--- src/rtl/fpa_pkg.sv ---
// Shared types and default widths for the FP adder alignment pipeline.
package fpa_pkg;

  localparam int unsigned DEF_MANT_W = 54;
  localparam int unsigned DEF_EXP_W  = 11;
  localparam int unsigned GRS_W      = 3;

  // Stage-1 to stage-2 payload: operands already ordered by exponent.
  typedef struct packed {
    logic [DEF_MANT_W-1:0] big_mant;
    logic [DEF_MANT_W-1:0] small_mant;
    logic [DEF_EXP_W-1:0]  exp;
    logic [DEF_EXP_W-1:0]  diff;
    logic                  swap;
  } s1_payload_t;

endpackage

--- src/rtl/sticky_rshift.sv ---
// Combinational right shift of the smaller mantissa with guard/round/sticky
// extraction; shift amounts beyond the extended width saturate to all-sticky.
module sticky_rshift
  import fpa_pkg::*;
#(
  parameter int unsigned MANT_W = DEF_MANT_W,
  parameter int unsigned EXP_W  = DEF_EXP_W
) (
  input  logic [MANT_W-1:0] small_mant_i,
  input  logic [EXP_W-1:0]  diff_i,
  output logic [MANT_W-1:0] aligned_mant_c_o,
  output logic [GRS_W-1:0]  grs_c_o
);

  localparam int unsigned EXT_W = MANT_W + 2;

  logic [EXT_W-1:0] ext_c;
  logic [EXT_W-1:0] shifted_c;
  logic [EXT_W-1:0] lost_mask_c;
  logic             sat_c;

  always_comb begin
    ext_c       = {small_mant_i, 2'b00};
    sat_c       = (32'(diff_i) >= EXT_W);
    shifted_c   = ext_c >> diff_i;
    // Bits of ext below position diff are the ones pushed past the round bit.
    lost_mask_c = ~({EXT_W{1'b1}} << diff_i);
    aligned_mant_c_o = '0;
    grs_c_o          = '0;
    if (sat_c) begin
      aligned_mant_c_o = '0;
      grs_c_o          = {2'b00, |small_mant_i};
    end else begin
      aligned_mant_c_o = shifted_c[EXT_W-1:2];
      grs_c_o          = {shifted_c[1:0], |(ext_c & lost_mask_c)};
    end
  end

endmodule

--- src/rtl/align_shift_pipe.sv ---
// Two-stage exponent alignment: order operands by exponent, then right-shift
// the smaller mantissa with GRS capture, under valid/ready flow control.
module align_shift_pipe
  import fpa_pkg::*;
#(
  parameter int unsigned MANT_W = DEF_MANT_W,
  parameter int unsigned EXP_W  = DEF_EXP_W
) (
  input  logic              clk,
  input  logic              rst_n,
  input  logic              in_valid,
  output logic              in_ready,
  input  logic [MANT_W-1:0] in_big_mant,
  input  logic [MANT_W-1:0] in_small_mant,
  input  logic [EXP_W-1:0]  in_big_exp,
  input  logic [EXP_W-1:0]  in_small_exp,
  output logic              out_valid,
  input  logic              out_ready,
  output logic [MANT_W-1:0] out_big_mant,
  output logic [MANT_W-1:0] out_small_mant,
  output logic [GRS_W-1:0]  out_grs,
  output logic [EXP_W-1:0]  out_exp,
  output logic              out_swapped
);

  logic              s1_valid_q, s1_valid_d;
  s1_payload_t       s1_q, s1_d;

  logic              s2_valid_q, s2_valid_d;
  logic [MANT_W-1:0] s2_big_q, s2_big_d;
  logic [MANT_W-1:0] s2_small_q, s2_small_d;
  logic [GRS_W-1:0]  s2_grs_q, s2_grs_d;
  logic [EXP_W-1:0]  s2_exp_q, s2_exp_d;
  logic              s2_swap_q, s2_swap_d;

  logic              ready_s1_c, ready_s2_c;
  logic              swap_c;
  logic [EXP_W-1:0]  exp_max_c, exp_min_c;
  logic [MANT_W-1:0] sh_mant_c;
  logic [GRS_W-1:0]  sh_grs_c;

  // A stage can load when empty or when its contents leave this cycle.
  assign ready_s2_c = !s2_valid_q || out_ready;
  assign ready_s1_c = !s1_valid_q || ready_s2_c;
  assign in_ready   = ready_s1_c;

  assign swap_c    = (in_small_exp > in_big_exp);
  assign exp_max_c = swap_c ? in_small_exp : in_big_exp;
  assign exp_min_c = swap_c ? in_big_exp   : in_small_exp;

  always_comb begin
    s1_valid_d = s1_valid_q;
    s1_d       = s1_q;
    if (ready_s1_c) begin
      s1_valid_d = in_valid;
      if (in_valid) begin
        s1_d.swap       = swap_c;
        s1_d.big_mant   = swap_c ? in_small_mant : in_big_mant;
        s1_d.small_mant = swap_c ? in_big_mant   : in_small_mant;
        s1_d.exp        = exp_max_c;
        s1_d.diff       = exp_max_c - exp_min_c;
      end
    end
  end

  sticky_rshift #(
    .MANT_W (MANT_W),
    .EXP_W  (EXP_W)
  ) u_sticky_rshift (
    .small_mant_i     (s1_q.small_mant),
    .diff_i           (s1_q.diff),
    .aligned_mant_c_o (sh_mant_c),
    .grs_c_o          (sh_grs_c)
  );

  // Data only moves with a valid token so the outputs hold the last result.
  always_comb begin
    s2_valid_d = s2_valid_q;
    s2_big_d   = s2_big_q;
    s2_small_d = s2_small_q;
    s2_grs_d   = s2_grs_q;
    s2_exp_d   = s2_exp_q;
    s2_swap_d  = s2_swap_q;
    if (ready_s2_c) begin
      s2_valid_d = s1_valid_q;
      if (s1_valid_q) begin
        s2_big_d   = s1_q.big_mant;
        s2_small_d = sh_mant_c;
        s2_grs_d   = sh_grs_c;
        s2_exp_d   = s1_q.exp;
        s2_swap_d  = s1_q.swap;
      end
    end
  end

  always_ff @(posedge clk) begin
    if (!rst_n) begin
      s1_valid_q <= 1'b0;
      s1_q       <= '0;
      s2_valid_q <= 1'b0;
      s2_big_q   <= '0;
      s2_small_q <= '0;
      s2_grs_q   <= '0;
      s2_exp_q   <= '0;
      s2_swap_q  <= 1'b0;
    end else begin
      s1_valid_q <= s1_valid_d;
      s1_q       <= s1_d;
      s2_valid_q <= s2_valid_d;
      s2_big_q   <= s2_big_d;
      s2_small_q <= s2_small_d;
      s2_grs_q   <= s2_grs_d;
      s2_exp_q   <= s2_exp_d;
      s2_swap_q  <= s2_swap_d;
    end
  end

  assign out_valid      = s2_valid_q;
  assign out_big_mant   = s2_big_q;
  assign out_small_mant = s2_small_q;
  assign out_grs        = s2_grs_q;
  assign out_exp        = s2_exp_q;
  assign out_swapped    = s2_swap_q;

endmodule
--- config.mk ---
export PLATFORM = sky130hd
export DESIGN_NAME = align_shift_pipe
export DESIGN_NICKNAME = d
export VERILOG_FILES = /design/src/rtl/fpa_pkg.sv /design/src/rtl/sticky_rshift.sv /design/src/rtl/align_shift_pipe.sv
export SDC_FILE = /design/constraint.sdc
export NUM_CORES = 1
export LEC_CHECK = 0
export CAP_MARGIN = 40
export CELL_PAD_IN_SITES_DETAIL_PLACEMENT = 0
export CELL_PAD_IN_SITES_GLOBAL_PLACEMENT = 2
export CORE_AREA = 3 3 236 191
export CTS_BUF_LIST = sky130_fd_sc_hd__clkbuf_4
export CTS_CLUSTER_DIAMETER = 100
export DETAILED_ROUTE_END_ITERATION = 7
export DIE_AREA = 0 0 239 194
export PLACE_DENSITY = 0.91
export SETUP_SLACK_MARGIN = 0.4
export SYNTH_ARGS = -nofsm -noshare
export SYNTH_HDL_FRONTEND = slang
export SYNTH_SLANG_ARGS = --single-unit
export TNS_END_PERCENT = 100
--- constraint.sdc ---
create_clock -name clk -period 7 [get_ports clk]
set_input_delay 1.4 -clock clk [delete_from_list [all_inputs] [get_ports clk]]
set_output_delay 1.4 -clock clk [all_outputs]
set_load 0.005 [all_outputs]
==> results of run 1 <==
==> power by group <==
group | switching [mW] | internal, mW | total [mW] | leakage (nW)
sequential | 0.124 | 1.55 | 1.67 | 2.10
combinational | 0.719 | 0.459 | 1.18 | 4.16
clock | 0.649 | 0.736 | 1.38 | 0.527
==> layout make-up <==
class,instances,share of cell area
inverters,18,0.00409
multi-input cells,1473,0.473
diodes,7,0.000954
clock buffers,101,0.0413
flip-flops and latches,256,0.279
repair buffers,282,0.156
clock inverters,17,0.00715
well taps,560,0.0381
==> worst max-delay path, delay by kind of cell <==
family,cells,cell delay [ns]
AOI/OAI and AO/OA,6,1.49
and+or+nand+nor,2,1.05
adders and majority gates,2,0.71
buffers and inverters,2,0.57
muxes,1,0.11
==> metal layers <==
layer  GRT usage  routed length, µm
met5           0                 59
met4      0.0595               1060
met3      0.0648               4120
met2       0.343              23900
met1       0.320              25300
==> cell families after synthesis <==
family | after synthesis | share of synthesized area
xor+xnor | 3 | 0.00181
compound gates | 506 | 0.240
simple gates | 841 | 0.240
fa+ha+maj | 13 | 0.0110
mux | 110 | 0.102
buf+inv | 197 | 0.0527
flops | 256 | 0.352
==> registers in the layout, summed over array words and instances (netlist names) <==
signal / flops
out_swapped: 1
out_small_mant: 54
s1_valid_q: 1
out_valid: 1
out_exp: 11
out_big_mant: 54
out_grs: 3
s1_q: 131
==> final timing paths <==
path | startpoint | endpoint | slack [ns] | cells past startpoint
max | in_big_exp[6] | s1_q[11] | 2.31 | 13
min | s1_q[19] | out_exp[7] | 0.43 | 2
max reg2reg | s1_q[8] | out_small_mant[10] | 3.32 | 9
min reg2reg | s1_q[19] | out_exp[7] | 0.43 | 2
==> through the flow <==
stage	instances	setup WS, ns	power (mW)	area (µm²)	hold slack [ns]
CTS	2707	2.42	4.28	18400	0.445
floorplan	1926	2.55	2.42	14500	0.429
finish	2714	2.31	4.24	18400	0.434
global placement	2581	1.54	2.84	17300	0.435
detailed placement	2589	1.55	2.87	17500	0.443
global route	2712	2.16	4.50	18400	0.453
==> layout by cell type (no fill, tap or decap), drive strengths merged, types with 11 or more instances in the layout <==
cell type,instances
a22oi,40
o211ai,13
clkinv,13
nor2,227
inv,20
mux4,29
nand3,47
a311oi,112
o21ai,86
o31ai,11
a31oi,16
clkbuf,101
buf,24
o22ai,14
a21oi,125
dfxtp,256
nor3,20
nor4,12
clkdlybuf4s50,258
ha,12
mux2i,71
and2,15
nand2,464
a211oi,20
==> impl_metrics.csv, run 1 <==
group,metric,value,unit
clocking,cts_resized,0,
clocking,cts_buffers,72,
layout,drive_above_1_share,0.0927,
critical_path,startpoint_type,"primary input",
layout,fin_nets,2249,
routing,via_per_inst,5.62,
clocking,ctsHtreeMaxLevel,3,
clocking,clockRootBuffer,"clkbuf_4",
sta,post-route-period-util,0.669,
critical_path,arrival,5.35,ns
clocking,hold_buffers,0,
grt,grt_pass1_wl,84300,µm
floorplanning,die_w,239,µm
logic_synthesis,synth_area,14500,µm²
layout,multi_input_area,8690,µm²
routing,drt_iter0_drc,1546,
critical_path,critPathMaxFanout,15,
critical_path,max_stage_delay,0.84,ns
pwr,power_density,231,nW/µm²
job,drv_cap,0,
routing,ant_nets,0,
place,dp_hpwl,38400,µm
floorplanning,die_h,194,µm
logic_synthesis,synth_enable_flop_cells,0,
routing,drt-total-wl,54400,µm
pwr,leakage,6.79,nW
routing,drcViolationCount,0,
logic_synthesis,synth_common_cells,"nand2_1 (464), dfxtp_1 (256), nor2_1 (227)",
critical_path,cpMostUsedCell,"ha_1",
sta,finClkSkew,0.0418,ns
layout,n_fill_cell,4424,
critical_path,crit_chain,"clkdlybuf4s50_1 -> inv_1 -> ha_1 -> nand2_1 -> or4_1 -> a21oi_1 -> a22oi_1 -> ha_1 -> o311ai_4 -> a31oi_2 -> o31ai_2 -> mux2i_1 -> a311o_1",
logic_synthesis,avgSynthCellArea,7.55,µm²
layout,seqCellArea,5130,µm²
grt,antenna_found_initial,9,
sta,fmax,213,MHz
sta,max_slew_margin,0.263,
floorplanning,initial_core_util,0.338,
worst_hold_path,hold_path.class,"flip-flop to flip-flop",
critical_path,crit_type,"primary input to flip-flop",
sta,setup_tns,0,ns
critical_path,cp_slowest_cell,"or4_1",
place,gp_congestion,0.917,
critical_path,crit_path_end_kind,"flip-flop",
logic_synthesis,ys_seq_area_frac,0.352,
logic_synthesis,synthTopCellsByArea,"dfxtp_1 (35%), nand2_1 (12%), a311oi_1 (6.7%)",
layout,areaGrowthSynthToFinish,26.4,%
place,place.port_buffers,258,
logic_synthesis,synth.most_common_cell,"nand2_1",
sta,period_minus_slack,4.69,ns
floorplanning,dieArea,46400,µm²
pwr,vdd_drop_max,0.000109,V
logic_synthesis,synthFlopType,"dfxtp_1",
sta,hold_viol,0,
sta,tightest_slew,1.11,ns
logic_synthesis,ys_seq_elements,256,
clocking,clk_latency,0.78,ns
logic_synthesis,syn_inst,1926,
clocking,cts_setup_buffers,0,
floorplanning,core-area,43100,µm²
grt,globalRouteOverflowTotal,0,
outcome,run_status,"finished, final reports clean",
logic_synthesis,synth_top_area_frac,0.352,
sta,drv_slew,0,
logic_synthesis,yosysWarnings,0,
logic_synthesis,synth_nets,2072,
sta,rsz0062_at_grt,"no",
routing,vias,15300,
clocking,cts.sink_count,256,
routing,routedWlPerCell,20.0,µm
grt,grt_start_max_net_pins,229,
logic_synthesis,ys_async_sr_fraction,0,
logic_synthesis,synthDistinctLibCells,75,
clocking,tritoncts,"built",
grt,track_usage,0.228,
floorplanning,num_io_pins,259,
critical_path,required,7.66,ns
grt,grt_pass1_vias,14500,
clocking,clock_path_buffers,3,
floorplanning,rows,68,
layout,fin_util,0.427,
logic_synthesis,synth_area_leader_cell,"dfxtp_1",
clocking,clkTransAtPathRegs,0.07,ns
routing,dr.pass1.iters,5,
sta,finalSetupViolCount,0,
(Power assumes the default switching activity.)
==> run 2, diff against run 1 <==
--- a/config.mk
+++ b/config.mk
@@ -8,12 +8,12 @@
 export CAP_MARGIN = 40
 export CELL_PAD_IN_SITES_DETAIL_PLACEMENT = 0
 export CELL_PAD_IN_SITES_GLOBAL_PLACEMENT = 2
-export CORE_AREA = 3 3 236 191
+export CORE_AREA = 3 3 259 210
 export CTS_BUF_LIST = sky130_fd_sc_hd__clkbuf_4
 export CTS_CLUSTER_DIAMETER = 100
 export DETAILED_ROUTE_END_ITERATION = 7
-export DIE_AREA = 0 0 239 194
-export PLACE_DENSITY = 0.91
+export DIE_AREA = 0 0 262 213
+export PLACE_DENSITY = 0.81
 export SETUP_SLACK_MARGIN = 0.4
 export SYNTH_ARGS = -nofsm -noshare
 export SYNTH_HDL_FRONTEND = slang
==> constraint.sdc (replaced) <==
create_clock -name clk -period 3.9 [get_ports clk]
set_input_delay 0.78 -clock clk [delete_from_list [all_inputs] [get_ports clk]]
set_output_delay 0.78 -clock clk [all_outputs]
set_load 0.005 [all_outputs]
==> run 2 against run 1 <==
Net effect: combinational power grew 93%; count of clock-buffer cells in the layout grew 6; wire length grew 7.4%; clock power grew 92%; via count grew 2.9%; critical path depth grew 3; total power grew 88%; design area grew 5.6%; critical path type unchanged; largest cell class unchanged; highest routed layer unchanged.
==> impl_metrics.csv, run 2 (synthesis gave the netlist of run 1 again) <==
group,metric,value,unit
outcome,run_status,"finished, final reports clean",
floorplanning,initial_core_util,0.279,
layout,mostFrequentLayoutCell,"nand2_1",
critical_path,crit_path_end_kind,"flip-flop",
sta,max_slew_margin,0.370,
routing,routedWlPerCell,19.9,µm
worst_hold_path,hold_path.class,"flip-flop to flip-flop",
critical_path,r2r_slack,0.76,ns
pwr,leakage,7.27,nW
clocking,clock_path_buffers,3,
routing,via_per_inst,5.35,
place,post_dp_cell_area,18400,µm²
critical_path,critPathMaxFanout,4,
floorplanning,dieArea,55800,µm²
sta,setup_tns,0,ns
routing,drt-total-wl,58500,µm
layout,fin_nets,2336,
clocking,cts.sink_count,256,
critical_path,crit_end,"s1_q[11]",
clocking,clk_latency,0.81,ns
critical_path,timing.rr.start,"s1_q[2]",
grt,grt_pass1_wl,89800,µm
routing,drt_iter0_drc,1281,
critical_path,worst_r2r_endpoint,"out_small_mant[2]",
clocking,cts_setup_buffers,0,
critical_path,crit_type,"primary input to flip-flop",
floorplanning,die_h,213,µm
sta,rsz0062_at_grt,"yes",
place,place.port_buffers,258,
layout,final_cell_mix,"nand2_1 (461), clkdlybuf4s50_1 (258), dfxtp_1 (252), nor2_1 (226), a21oi_1 (124)",
sta,post-route-period-util,0.885,
critical_path,required,4.56,ns
job,drv_cap,0,
routing,ant_nets,0,
layout,final_cell_count_no_fill,2938,
layout,fin_util,0.372,
clocking,clkTransAtPathRegs,0.06,ns
pwr,vdd_drop_max,0.000186,V
critical_path,reg2reg_depth,9,
critical_path,crit_start,"in_big_exp[2]",
layout,drive_above_1_share,0.138,
sta,period_minus_slack,3.45,ns
routing,vias,15700,
clocking,cts_buffers,72,
floorplanning,num_io_pins,259,
sta,hold_viol,0,
grt,globalRouteOverflowTotal,0,
layout,areaGrowthSynthToFinish,33.5,%
layout,largest_reg_flops,131,
critical_path,startpoint_type,"primary input",
routing,dr.pass1.iters,5,
grt,antenna_found_initial,4,
clocking,tritoncts,"built",
grt,grt_pass1_vias,15200,
clocking,ctsHtreeMaxLevel,3,
worst_hold_path,hold_depth,2,
layout,design_area,19400,µm²
floorplanning,die_w,262,µm
pwr,power,7.95,mW
grt,track_usage,0.206,
sta,fmax,290,MHz
worst_hold_path,min-delay-start,"s1_q[106]",
routing,drcViolationCount,0,
clocking,clockRootBuffer,"clkbuf_4",
layout,regMostFlops,"s1_q",
sta,tightest_slew,0.937,ns
sta,finalSetupViolCount,0,
floorplanning,rows,75,
place,dp.cells,2809,
sta,drv_slew,0,
place,gp_congestion,0.951,
place,dp_hpwl,42900,µm
sta,finClkSkew,0.0568,ns
grt,grt_start_max_net_pins,125,
critical_path,arrival,4.11,ns
pwr,power_density,410,nW/µm²
floorplanning,core-area,52200,µm²
## run 2: cell types whose count changed in the layout (fill, tap and decap cells not counted), sizes merged
cell | before | now
inv | 20 | 19
clkinvlp | 0 | 2
clkinv | 13 | 11
diode | 7 | 5
buf | 24 | 111
bufinv | 2 | 3
clkbuf | 101 | 107
## run 2: routing by layer
metal,vias to the layer above,global-route usage,wire (µm)
li1,7531,-,-
met1,7556,0.284,26900
met2,539,0.318,26300
met3,81,0.0545,4120
met4,2,0.0542,1050
met5,-,0,13
## run 2: critical path, stage by stage
cell,delay [ns]
clkdlybuf4s50_1,0.52
buf_12,0.13
inv_12,0.03
ha_4,0.27
buf_4,0.10
nand3b_1,0.11
a2111oi_4,0.38
a2111oi_1,0.13
nor3_1,0.24
a22oi_2,0.13
ha_2,0.21
o311ai_4,0.28
a31oi_2,0.16
o31ai_2,0.26
mux2i_1,0.12
a311o_1,0.28
## run 2: what timing repair did
action	4_1_cts	5_1_grt
gates resized for setup	0	2
setup endpoints to repair	0	4
hold buffers	0	0
## run 2: report_power, final
group | internal [mW] | leakage, nW | switching, mW
logic | 0.944 | 4.60 | 1.33
clock network | 1.45 | 0.564 | 1.19
registers | 2.78 | 2.10 | 0.248
## run 2: final cells by class
class	count	area, µm²
fillers	5540	32800
multi-input cells	1473	8790
flip-flops and latches	256	5130
repair buffers	369	3550
well taps	693	867
clock buffers	107	803
clock inverters	17	159
inverters	18	85.1
diodes	5	12.5
## run 2: metrics by stage
step | setup WS [ns] | hold WS [ns]
after detailed placement | -0.379 | 0.445
after global placement | -0.327 | 0.435
final | 0.450 | 0.424
after global routing | 0.402 | 0.454
after CTS | 0.493 | 0.433
after floorplan | 0.374 | 0.429
## run 2: worst min-delay path by stage
stage	end	slack, ns
4_1_cts	out_big_mant[29]	0.43
5_1_grt	out_big_mant[44]	0.45
2_1_floorplan	out_exp[1]	0.43
6_report	out_big_mant[29]	0.42
3_3_place_gp	out_big_mant[48]	0.44
3_5_place_dp	out_big_mant[13]	0.45
==> run 3, diff against run 2 <==
--- a/config.mk
+++ b/config.mk
@@ -15,6 +15,7 @@
 export DIE_AREA = 0 0 262 213
 export PLACE_DENSITY = 0.81
 export SETUP_SLACK_MARGIN = 0.4
+export SKIP_CTS_REPAIR_TIMING = 1
 export SYNTH_ARGS = -nofsm -noshare
 export SYNTH_HDL_FRONTEND = slang
 export SYNTH_SLANG_ARGS = --single-unit
==> results of run 3 <==
Same layout as run 2: the final DEF is identical, and so are final timing and power.
